### src/rtl/dmem_ctrl_pkg.sv
// Shared definitions for the data-memory arbiter: state encoding, default widths and sizing helpers.
package dmem_ctrl_pkg;

  localparam int DEF_ADDR_W      = 7;
  localparam int DEF_DATA_W      = 32;
  localparam int DEF_MAX_CPU_RUN = 4;
  localparam int WORDS           = 2 ** (DEF_ADDR_W - 2);

  typedef enum logic [1:0] {
    ST_INIT    = 2'd0,
    ST_ARB     = 2'd1,
    ST_DBG_ACK = 2'd2
  } state_t;

  function automatic int words_for(input int addr_w);
    return 2 ** (addr_w - 2);
  endfunction

  // Starvation counter must be able to hold MAX_CPU_RUN itself.
  function automatic int run_cnt_w(input int max_run);
    return $clog2(max_run + 1);
  endfunction

endpackage

### src/rtl/dmem_init_walker.sv
// Steps a word index across the whole memory once after reset so the arbiter can clear it.
// Instantiated only when DMEM_INIT_CLEAR_EN is defined.
module dmem_init_walker
  import dmem_ctrl_pkg::*;
#(
  parameter int ADDR_W = DEF_ADDR_W
) (
  input  logic              clk,
  input  logic              rst_n,
  output logic [ADDR_W-3:0] idx,
  output logic              busy,
  output logic              done
);

  localparam logic [ADDR_W-3:0] LAST_IDX = (ADDR_W - 2)'(words_for(ADDR_W) - 1);

  assign done = busy && (idx == LAST_IDX);

  always_ff @(posedge clk or negedge rst_n) begin
    if (!rst_n) begin
      idx  <= '0;
      busy <= 1'b1;
    end else if (busy) begin
      idx <= idx + 1'b1;
      if (done) begin
        busy <= 1'b0;
      end
    end
  end

endmodule

### src/rtl/dmem_arbiter.sv
// Shares the single-port data memory between the MEM stage (priority) and a debug/loader port.
// Define DMEM_INIT_CLEAR_EN to clear every memory word after reset before arbitration starts.
module dmem_arbiter
  import dmem_ctrl_pkg::*;
#(
  parameter int ADDR_W      = DEF_ADDR_W,
  parameter int DATA_W      = DEF_DATA_W,
  parameter int MAX_CPU_RUN = DEF_MAX_CPU_RUN
) (
  input  logic              clk,
  input  logic              rst_n,
  input  logic              cpu_req,
  input  logic              cpu_we,
  input  logic [ADDR_W-1:0] cpu_addr,
  input  logic [DATA_W-1:0] cpu_wdata,
  output logic [DATA_W-1:0] cpu_rdata,
  output logic              cpu_stall,
  input  logic              dbg_req,
  input  logic              dbg_we,
  input  logic [ADDR_W-1:0] dbg_addr,
  input  logic [DATA_W-1:0] dbg_wdata,
  output logic [DATA_W-1:0] dbg_rdata,
  output logic              dbg_ack,
  output logic              init_busy,
  output logic [ADDR_W-1:0] mem_addr,
  output logic [DATA_W-1:0] mem_wdata,
  output logic              mem_read,
  output logic              mem_write,
  input  logic [DATA_W-1:0] mem_rdata
);

  localparam int               CNT_W   = run_cnt_w(MAX_CPU_RUN);
  localparam logic [CNT_W-1:0] MAX_CNT = CNT_W'(MAX_CPU_RUN);

  state_t            state;
  state_t            next_state;
  logic [CNT_W-1:0]  starve_cnt;
  logic              gnt_cpu;
  logic              gnt_dbg;
  logic              init_wr;
  logic              init_done;
  logic [ADDR_W-3:0] init_idx;

`ifdef DMEM_INIT_CLEAR_EN
  localparam state_t RESET_STATE = ST_INIT;
  logic walker_busy;

  dmem_init_walker #(
    .ADDR_W(ADDR_W)
  ) u_walker (
    .clk  (clk),
    .rst_n(rst_n),
    .idx  (init_idx),
    .busy (walker_busy),
    .done (init_done)
  );

  assign init_busy = walker_busy;
  assign init_wr   = rst_n && (state == ST_INIT);
`else
  localparam state_t RESET_STATE = ST_ARB;

  assign init_idx  = '0;
  assign init_done = 1'b0;
  assign init_busy = 1'b0;
  assign init_wr   = 1'b0;
`endif

  always_ff @(posedge clk or negedge rst_n) begin
    if (!rst_n) begin
      state <= RESET_STATE;
    end else begin
      state <= next_state;
    end
  end

  // Grants are suppressed while reset is held so the memory sees no access.
  always_comb begin
    next_state = state;
    gnt_dbg    = 1'b0;
    gnt_cpu    = 1'b0;
    if (rst_n) begin
      case (state)
        ST_INIT: begin
          if (init_done) begin
            next_state = ST_ARB;
          end
        end
        ST_ARB: begin
          gnt_dbg = dbg_req && (!cpu_req || starve_cnt == MAX_CNT);
          gnt_cpu = cpu_req && !gnt_dbg;
          if (gnt_dbg) begin
            next_state = ST_DBG_ACK;
          end
        end
        ST_DBG_ACK: begin
          gnt_cpu    = cpu_req;
          next_state = ST_ARB;
        end
        default: begin
          next_state = ST_ARB;
        end
      endcase
    end
  end

  always_comb begin
    mem_addr  = '0;
    mem_wdata = '0;
    mem_read  = 1'b0;
    mem_write = 1'b0;
    if (init_wr) begin
      mem_addr  = {init_idx, 2'b00};
      mem_write = 1'b1;
    end else if (gnt_dbg) begin
      mem_addr  = dbg_addr;
      mem_wdata = dbg_wdata;
      mem_write = dbg_we;
      mem_read  = !dbg_we;
    end else if (gnt_cpu) begin
      mem_addr  = cpu_addr;
      mem_wdata = cpu_wdata;
      mem_write = cpu_we;
      mem_read  = !cpu_we;
    end
  end

  assign cpu_stall = cpu_req && !gnt_cpu;
  assign cpu_rdata = mem_rdata;
  assign dbg_ack   = (state == ST_DBG_ACK);

  // Counts CPU wins while DBG waits; any DBG grant or dropped request restarts the run.
  always_ff @(posedge clk or negedge rst_n) begin
    if (!rst_n) begin
      starve_cnt <= '0;
    end else if (state == ST_INIT || gnt_dbg || !dbg_req) begin
      starve_cnt <= '0;
    end else if (state == ST_ARB && gnt_cpu && starve_cnt != MAX_CNT) begin
      starve_cnt <= starve_cnt + 1'b1;
    end
  end

  always_ff @(posedge clk or negedge rst_n) begin
    if (!rst_n) begin
      dbg_rdata <= '0;
    end else if (gnt_dbg && !dbg_we) begin
      dbg_rdata <= mem_rdata;
    end
  end

endmodule

### config.mk
export PLATFORM = sky130hd
export DESIGN_NAME = dmem_arbiter
export DESIGN_NICKNAME = d
export VERILOG_FILES = /design/src/rtl/dmem_ctrl_pkg.sv /design/src/rtl/dmem_init_walker.sv /design/src/rtl/dmem_arbiter.sv
export SDC_FILE = /design/constraint.sdc
export NUM_CORES = 1
export LEC_CHECK = 0
export ABC_AREA = 1
export BUFFER_PORTS_ARGS = -buffer_cell sky130_fd_sc_hd__buf_2
export CAP_MARGIN = 20
export CORE_ASPECT_RATIO = 0.75
export CORE_MARGIN = 5
export CORE_UTILIZATION = 29
export DETAILED_ROUTE_END_ITERATION = 8
export PLACE_DENSITY = 0.76
export SYNTH_ARGS = -nofsm -noshare
export SYNTH_HDL_FRONTEND = slang
export SYNTH_SLANG_ARGS = --single-unit
### constraint.sdc
create_clock -name clk -period 3.9 [get_ports clk]
set_clock_uncertainty 0.1 [all_clocks]
set_input_delay 0.195 -clock clk [delete_from_list [all_inputs] [get_ports clk]]
set_output_delay 0.195 -clock clk [all_outputs]
set_load 0.03 [all_outputs]
==> run_results.csv <==
group,metric,value,unit
outcome,status,"completed",
clocking,numClockSinks,37,
yosys,ys.warnings.count,0,
yosys,netlist_instances,360,
yosys,syn_area,0.00258,mm²
yosys,synth_commonest_cells,"156 x nand2_1, 36 x dfrtp_1, 36 x nand3_1, 35 x buf_4, 32 x o21ai_0",
timing,max_slew_margin,49.4,%
critical_path,crit_type,"in2out",
floorplan,rows,29,
clocking,clk_latency,270,ps
yosys,ys_seq_elements,37,
pwr,finalPower,2.19,mW
timing,finalWorstSetupSlack,876,ps
floorplan,dieArea,0.0109,mm²
yosys,async_flop_share,100,%
critical_path,crit_fanout,41,
route,ant_nets,0,
placed_design,portBuffers,222,
yosys,synth-edff-count,0,
route,postRouteWirelength,9610,µm
worst_hold_path,hold_start,"mem_rdata[17]",
timing,rsz0062_at_grt,"false",
placed_design,dpl_worst_slack,1250,ps
pwr,clock_power_share,21.1,%
grt,grt_max_degree,74,
yosys,ys_seq_area_share,35.9,%
placed_design,hpwlAfterDp,7720,µm
grt,grt_pass1_wl,14900,µm
pwr,ir_worst_vdd,0.000268,V
floorplan,die_h,91.7,µm
timing,whs,63.5,ps
timing,finalMaxSlewViolations,0,
yosys,synthTopCellsByArea,"dfrtp_1 35%, nand2_1 23%, buf_4 10%",
critical_path,required,3610,ps
cells_and_area,fin_cells,647,
critical_path,cp.arrival,2730,ps
pwr,power_switching,1.02,mW
placed_design,dp.cells,637,
yosys,syn_area_per_cell,7.17,µm²
critical_path,r2r_cells,7,
route,drt-pass1-iter-count,4,
floorplan,ios,224,
floorplan,die_x,119,µm
yosys,yosys.area.top_type_share,34.9,%
clocking,clkTransAtPathRegs,50,ps
timing,setup_viol,0,
timing,max_freq,331,MHz
timing,hold_viol,0,
cells_and_area,utilization,42.1,%
pwr,swShare,46.7,%
placed_design,gp_congestion,0.866,
clocking,cts_hold_buf,1,
timing,worstMarginPinSlew,759,ps
yosys,yosys.cell_types.count,26,
worst_hold_path,hold_depth,3,
grt,grt_use_total,16.5,%
grt,grt_antenna_before_repair,0,
pwr,p_comb_share,50.6,%
route,wl_per_cell,14.9,µm
clocking,cts_tree,"done",
grt,overflow,0,
route,vias_per_cell,4.60,
clocking,post_cts_buffers,0,
pwr,p_int,1.17,mW
critical_path,cp-end-kind,"output port",
clocking,cts_root_buffer,"clkbuf_16",
yosys,synthFlopType,"dfrtp_1",
worst_hold_path,hold_end,"dbg_rdata[17]$_DFFE_PN0P_",
timing,min_period_over_period,77.5,%
cells_and_area,drive_gt1_share,44.7,%
cells_and_area,nNetsFinal,659,
floorplan,initial_utilization,30.1,%
critical_path,reg2reg_from,"state[0]$_DFFE_PN1P_",
cells_and_area,area_delta_synth_final,39.6,%
critical_path,worstSetupStartpointType,"input pin",
critical_path,r2r_setup_slack,1610,ps
clocking,clock_tree.buffer_depth,2,
clocking,htreeDepth,2,
pwr,p_seq_share,28.3,%
clocking,cts_resized,0,
timing,period_minus_slack,3020,ps
cells_and_area,antennaDiodeCount,0,
critical_path,r2r_end,"dbg_rdata[9]$_DFFE_PN0P_",
yosys,synth_fp_nets,481,
cells_and_area,final_cell_area,0.00360,mm²
yosys,yosysMostFrequentCell,"nand2_1",
run,drv_cap,0,
route,drt-initial-drc-count,155,
route,drc_errors,0,
worst_hold_path,hp-class,"in2reg",
yosys,yosys.area.top_type,"dfrtp_1",
floorplan,core,0.00856,mm²
timing,finalSetupTns,0,ps
pwr,leakage,2.24,nW
route,num_vias,2976,
grt,grt_pass1_vias,2915,
placed_design,place_area,0.00339,mm²
pwr,pwr_density_cell,608,mW/mm²
clocking,cts_buffers,5,
-- cells in the final DEF (no fill, tap or decap) --
cell	count
nor2_1	5
dlygate4sd3_1	1
nor2_4	1
nand2_8	1
a21oi_2	1
clkbuf_1	1
o21ai_2	1
nand3_1	36
bufinv_16	1
clkbuf_16	5
nand2_2	3
dfrtp_1	36
buf_16	1
ha_1	5
inv_1	11
o21ai_0	32
xnor2_1	1
buf_4	2
a21boi_0	1
conb_1	1
buf_2	222
dfstp_2	1
nand2_1	156
clkbuf_8	1
inv_2	1
o21a_1	1
a21oi_1	2
and3_1	1
o21ai_1	8
-- layer usage --
| layer | track usage (%) | wire, µm |
|---|---|---|
| met3 | 4.37 | 871 |
| met5 | 0 | 0 |
| met4 | 3.57 | 68 |
| met1 | 19.7 | 3890 |
| met2 | 30.1 | 4780 |
-- sequential cells by signal, indices dropped and copies added (netlist names) --
name / count
starve_cnt: 3
state: 2
dbg_rdata: 32
-- how the worst max path moves through the flow --
stage,from,end,slack (ps),cells past startpoint
after floorplan,state[0]$_DFFE_PN1P_,mem_wdata[16],1670,6
after CTS,rst_n,mem_addr[4],850,7
after detailed placement,state[0]$_DFFE_PN1P_,mem_read,1250,9
after global placement,state[0]$_DFFE_PN1P_,mem_read,1320,9
after global routing,rst_n,mem_addr[4],650,7
final,rst_n,mem_addr[4],880,7
-- logic make-up (layout without fill, tap and decap cells) --
logic type      after synthesis  after routing  synth area share (%)
xor+xnor                      1              1                 0.339
compound gates               46             46                  9.40
simple gates                203            203                  32.6
fa+ha+maj                     5              5                  2.42
buf+inv                      67            246                  19.2
other cells                   1              1                 0.145
flops                        37             37                  35.9
-- final cells by class --
| cell class | count | area, µm² |
|---|---|---|
| multi-input combinational | 256 | 1160 |
| tap | 108 | 135 |
| clock inverter | 1 | 30.0 |
| timing repair buffer | 226 | 1160 |
| fill | 920 | 4960 |
| sequential | 37 | 927 |
| clock buffer | 7 | 143 |
| inverter | 12 | 45.0 |
-- worst max-delay path: stages --
cell and delay, ps:
dlygate4sd3_1 520, buf_2 130, buf_4 430, and3_1 280, nand2_2 390, o21ai_0 490, buf_2 280
-- power by group through the flow --
stage	sequential, mW	clock [mW]	combinational, mW
global placement	0.615	0	1.09
detailed placement	0.627	0	1.11
floorplan	0.872	0	0.535
finish	0.620	0.463	1.11
global route	0.640	0.492	1.20
CTS	0.622	0.479	1.12
Note: power is estimated with default switching activity, not from simulation.
